<file path="config.mk">
export PLATFORM = sky130hd
export DESIGN_NAME = operand_enable_ctrl
export DESIGN_NICKNAME = d
export VERILOG_FILES = /design/src/rtl/operand_enable_ctrl.sv
export SDC_FILE = /design/constraint.sdc
export NUM_CORES = 1
export LEC_CHECK = 0
export CAP_MARGIN = 40
export CORE_ASPECT_RATIO = 1.1
export CORE_MARGIN = 2
export CORE_UTILIZATION = 38
export DETAILED_ROUTE_END_ITERATION = 16
export PLACE_DENSITY = 0.74
export SYNTH_ARGS = -nofsm -noshare
export SYNTH_HDL_FRONTEND = slang
export SYNTH_SLANG_ARGS = --single-unit
</file>
<file path="constraint.sdc">
create_clock -name clk -period 1.7 [get_ports clk]
set_clock_uncertainty 0.2 [all_clocks]
set_input_delay 0.34 -clock clk [delete_from_list [all_inputs] [get_ports clk]]
set_output_delay 0.34 -clock clk [all_outputs]
set_load 0.01 [all_outputs]
</file>
<file path="src/rtl/operand_enable_ctrl.sv">
// Purpose : control end of the operand gating path. It accepts one operand pair,
//           holds it on a_q/b_q, raises en for ALU_LAT cycles, captures alu_y and
//           presents it on a valid/ready output.
// Latency : accept cycle to out_valid is ALU_LAT+1 cycles. With out_ready high,
//           one op completes every ALU_LAT+2 cycles, and only one op is in flight.
// Backpressure: out_valid holds until out_ready; in_ready stays low from accept
//           until the result handshake completes.
// Ports   : clk/rst (async, active-high); in_valid/in_ready/in_a/in_b upstream;
//           en/a_q/b_q to the gating stage; alu_y from the ALU;
//           out_valid/out_ready/out_data downstream.
// Option  : define OP_COUNT_EN to add op_count[7:0], which counts completed
//           result handshakes and wraps 255->0.
module operand_enable_ctrl #(
  parameter int W       = 4,
  parameter int ALU_LAT = 1,
  parameter int CW      = 4
) (
  input  logic         clk,
  input  logic         rst,
  input  logic         in_valid,
  output logic         in_ready,
  input  logic [W-1:0] in_a,
  input  logic [W-1:0] in_b,
  output logic         en,
  output logic [W-1:0] a_q,
  output logic [W-1:0] b_q,
  input  logic [W-1:0] alu_y,
  output logic         out_valid,
  input  logic         out_ready,
  output logic [W-1:0] out_data
`ifdef OP_COUNT_EN
  ,
  output logic [7:0]   op_count
`endif
);

  typedef enum logic [1:0] {
    IDLE  = 2'd0,
    ISSUE = 2'd1,
    DONE  = 2'd2
  } state_t;

  localparam logic [CW-1:0] LAST_CNT = CW'(ALU_LAT - 1);

  state_t        state;
  state_t        state_nxt;
  logic [CW-1:0] cnt;
  logic          accept;
  logic          issue_last;

  assign accept     = in_valid & in_ready;
  assign issue_last = (state == ISSUE) && (cnt == LAST_CNT);

  // State register. Reset returns to IDLE at once, which drops en and
  // out_valid in the same instant because both are decoded from state.
  always_ff @(posedge clk or posedge rst) begin
    if (rst) begin
      state <= IDLE;
    end else begin
      state <= state_nxt;
    end
  end

  // Next-state logic. In DONE a concurrent in_valid is ignored, so a new
  // operand is taken only on the following IDLE cycle.
  always_comb begin
    state_nxt = state;
    case (state)
      IDLE:    if (accept)           state_nxt = ISSUE;
      ISSUE:   if (cnt == LAST_CNT)  state_nxt = DONE;
      DONE:    if (out_ready)        state_nxt = IDLE;
      default:                       state_nxt = IDLE;
    endcase
  end

  // Output decode. en covers the ISSUE cycles exactly, which gives ALU_LAT
  // cycles. in_ready is masked by rst so upstream never sees it during reset.
  always_comb begin
    in_ready  = 1'b0;
    en        = 1'b0;
    out_valid = 1'b0;
    case (state)
      IDLE:    in_ready  = ~rst;
      ISSUE:   en        = 1'b1;
      DONE:    out_valid = 1'b1;
      default: ;
    endcase
  end

  // Operand and result registers. a_q/b_q are left alone when en falls; the
  // gating stage zeroes the ALU inputs itself. alu_y is sampled in the last
  // en cycle, while the gated operands are still applied.
  always_ff @(posedge clk or posedge rst) begin
    if (rst) begin
      a_q      <= '0;
      b_q      <= '0;
      out_data <= '0;
      cnt      <= '0;
    end else if (accept) begin
      a_q <= in_a;
      b_q <= in_b;
      cnt <= '0;
    end else if (state == ISSUE) begin
      cnt <= cnt + CW'(1);
      if (issue_last) begin
        out_data <= alu_y;
      end
    end
  end

`ifdef OP_COUNT_EN
  always_ff @(posedge clk or posedge rst) begin
    if (rst) begin
      op_count <= '0;
    end else if (out_valid & out_ready) begin
      op_count <= op_count + 8'd1;
    end
  end
`endif

endmodule

</file>
==> flow_summary.json <==
{
  "grt_first_pass_wirelength_mm": 2.332,
  "synth_warnings": 0,
  "die_area_um2": 2484,
  "rr_startpoint": "state[0]",
  "grt_setup_unrepaired": "yes",
  "yosysUniqueCellTypes": 22,
  "r2r_slack_ns": 0.11,
  "cts_buffer_depth": 2,
  "synthTopCellsByArea": "dfrtp_1, mux2_4, mux2_1, ha_1, nor3_4",
  "crit_buf_inv": 4,
  "cp.required_ns": 1.16,
  "crit_type": "register to primary output",
  "endpoint": "en",
  "multi_input_area_um2": 350.3,
  "cts_num_sinks": 18,
  "status": "complete, no violations",
  "nFillCells": 181,
  "fin_setup_tns_ns": 0,
  "max_stage_delay_ns": 0.40,
  "final_cell_count_no_fill": 128,
  "cp_top_family": "flip-flops",
  "p_leak_nw": 0.6141,
  "cp_max_fo": 2,
  "worstSetupEndpointType": "primary output",
  "first_pass_iters": 3,
  "dpl_cell_area_um2": 1179,
  "setup_viol": 0,
  "routed_wl_mm": 1.441,
  "crit_cells": 5,
  "powerDensity_nw_per_um2": 1652,
  "root_buffer": "clkbuf_4",
  "final_cell_mix": "dfrtp_1, clkdlybuf4s50_1, dlygate4sd2_1",
  "grt_start_max_net_pins": 19,
  "grt_overflow": 0,
  "port_buffers": 30,
  "syn_avg_cell_area_um2": 13.76,
  "routedWlPerCell_um": 11.26,
  "grt_pass1_vias": 554,
  "r2r_end": "out_data[0]",
  "num_rows": 17,
  "synth_seq_area_share_pct": 56.43,
  "reg2reg_depth": 7,
  "path_common_cell": "buf_6",
  "drt_iter0_drc": 11,
  "track_usage_pct": 13.43,
  "ant_nets": 0,
  "antenna_found_initial": 0,
  "fp.dieW_um": 47.70,
  "drc": 0,
  "cts_buffers": 3,
  "globalplace.congestion": 0.7857,
  "ff_latch_area_um2": 450.4,
  "hold_viol": 0,
  "via_per_inst": 4.602,
  "critPathLaunchType": "register",
  "drive_above_1_share_pct": 29.00,
  "final_common_cell": "dfrtp_1",
  "timing.final.crit_share_pct": 98.02,
  "hold_path.class": "input pin to asynchronous set/reset pin",
  "h-tree-depth": 1,
  "layout_min_cycle_time_ns": 1.666,
  "relSlewSlack_pct": 85.10,
  "area_delta_synth_final_pct": 54.54,
  "timing.fmax_ghz": 0.6001,
  "syn_nets": 76,
  "timing.final.ws_setup_ns": 0.03360,
  "place_hpwl_mm": 1.094,
  "clk_latency_ns": 0.28,
  "synthCells": 58,
  "startpoint": "state[0]",
  "crit_chain": "buf_6 > buf_6 > nand2b_4 > inv_2 > buf_6",
  "vias": 589,
  "dpl.cell_count": 122,
  "initial_core_util_pct": 39.92,
  "io_pins": 31,
  "synth_top_cell_by_area": "dfrtp_1",
  "cts_tree": "yes",
  "nets": 119,
  "max_cap_violations": 0,
  "synth.top_cell.area_share_pct": 56.43,
  "antenna_cells": 0,
  "synth.ff_latch_count": 18,
  "die_height_um": 52.07,
  "ir_drop_uv": 736.0,
  "postLayoutCellArea_um2": 1234,
  "clk_pin_slew_ns": 0.10,
  "synthesis.area_um2": 798.3,
  "core_area_um2": 1999,
  "drv_slew": 0,
  "worst_path_max_delay_cell": "dfrtp_1",
  "dp_slack_ns": -0.3456,
  "arrival_ns": 1.13,
  "worst_slew_pin_slew_ns": 0.2236,
  "power_mw": 2.038
}
## cell type report
type                       count  share of cell area (%)
clock buffer                   4                   2.941
multi-input combinational     35                   28.40
timing repair buffer          38                   27.79
inverter                       5                   1.521
sequential                    18                   36.51
tap                           28                   2.840
## state kept, by name, summed over array words and instances (netlist names)
register  flops
a_q           4
b_q           4
cnt           4
out_data      4
state         2
## logic make-up after synthesis
kind of cell	after synthesis	share of synthesized area, %
buf+inv	5	2.350
compound gates	5	3.134
fa+ha+maj	2	3.134
mux	12	20.69
flops	18	56.43
simple gates	14	12.07
xor+xnor	2	2.195
## layer usage
metal | up-vias | part of all wire (%) | GRT usage, %
met5 | - | 0 | 0
met4 | 0 | 1.2 | 6.757
met3 | 2 | 4.6 | 2.083
met2 | 14 | 50 | 19.78
met1 | 290 | 44 | 18.71
li1 | 283 | - | -
## metrics by stage
| step | hold slack [ns] | utilization, % |
|---|---|---|
| floorplan | 0.07857 | - |
| global placement | 0.2769 | 58.95 |
| detailed placement | 0.2808 | 58.95 |
| CTS | 0.04529 | 61.20 |
| global route | 0.04843 | 61.70 |
| finish | 0.04526 | 61.70 |
## worst reg2reg max path: stages (launching register included)
cell and delay [ns]:
dfrtp_1 0.40, buf_6 0.13, buf_6 0.11, nand2b_4 0.06, inv_2 0.04, buf_4 0.14, nand2_4 0.08, mux2_1 0.32
## power breakdown
group | switching, mW | internal (mW)
logic | 0.421 | 0.624
registers | 0.114 | 0.627
clock network | 0.121 | 0.130
total | 0.657 | 1.38
## cell usage after synthesis
cell type  instances
nor3_4             1
inv_2              1
a21oi_1            2
xnor2_1            1
xor2_1             1
nand2_1            2
nor2_1             2
nand2b_2           1
or3_1              1
nand3b_1           1
nand2_4            1
nor3b_1            1
ha_1               2
dfrtp_1           18
and2_1             1
nand2_2            1
mux2_1             4
nand2b_1           1
mux2_4             8
o21ai_0            3
nand3_1            1
inv_1              4
## worst min-delay path by stage
stage                              to  slack, ns  depth (start not counted)
after floorplan                a_q[0]       0.08                          1
after global placement    out_data[1]       0.28                          1
after detailed placement  out_data[2]       0.28                          1
after CTS                    state[1]       0.05                          3
after global routing         state[1]       0.05                          3
final                        state[0]       0.05                          3
## timing repair
item	4_1_cts	5_1_grt
pin swaps	1	0
resized for setup	27	4
setup endpoints to repair	19	6
cloned	0	0
hold buffers	0	0
buffers inserted	2	0
(Power assumes the default switching activity.)
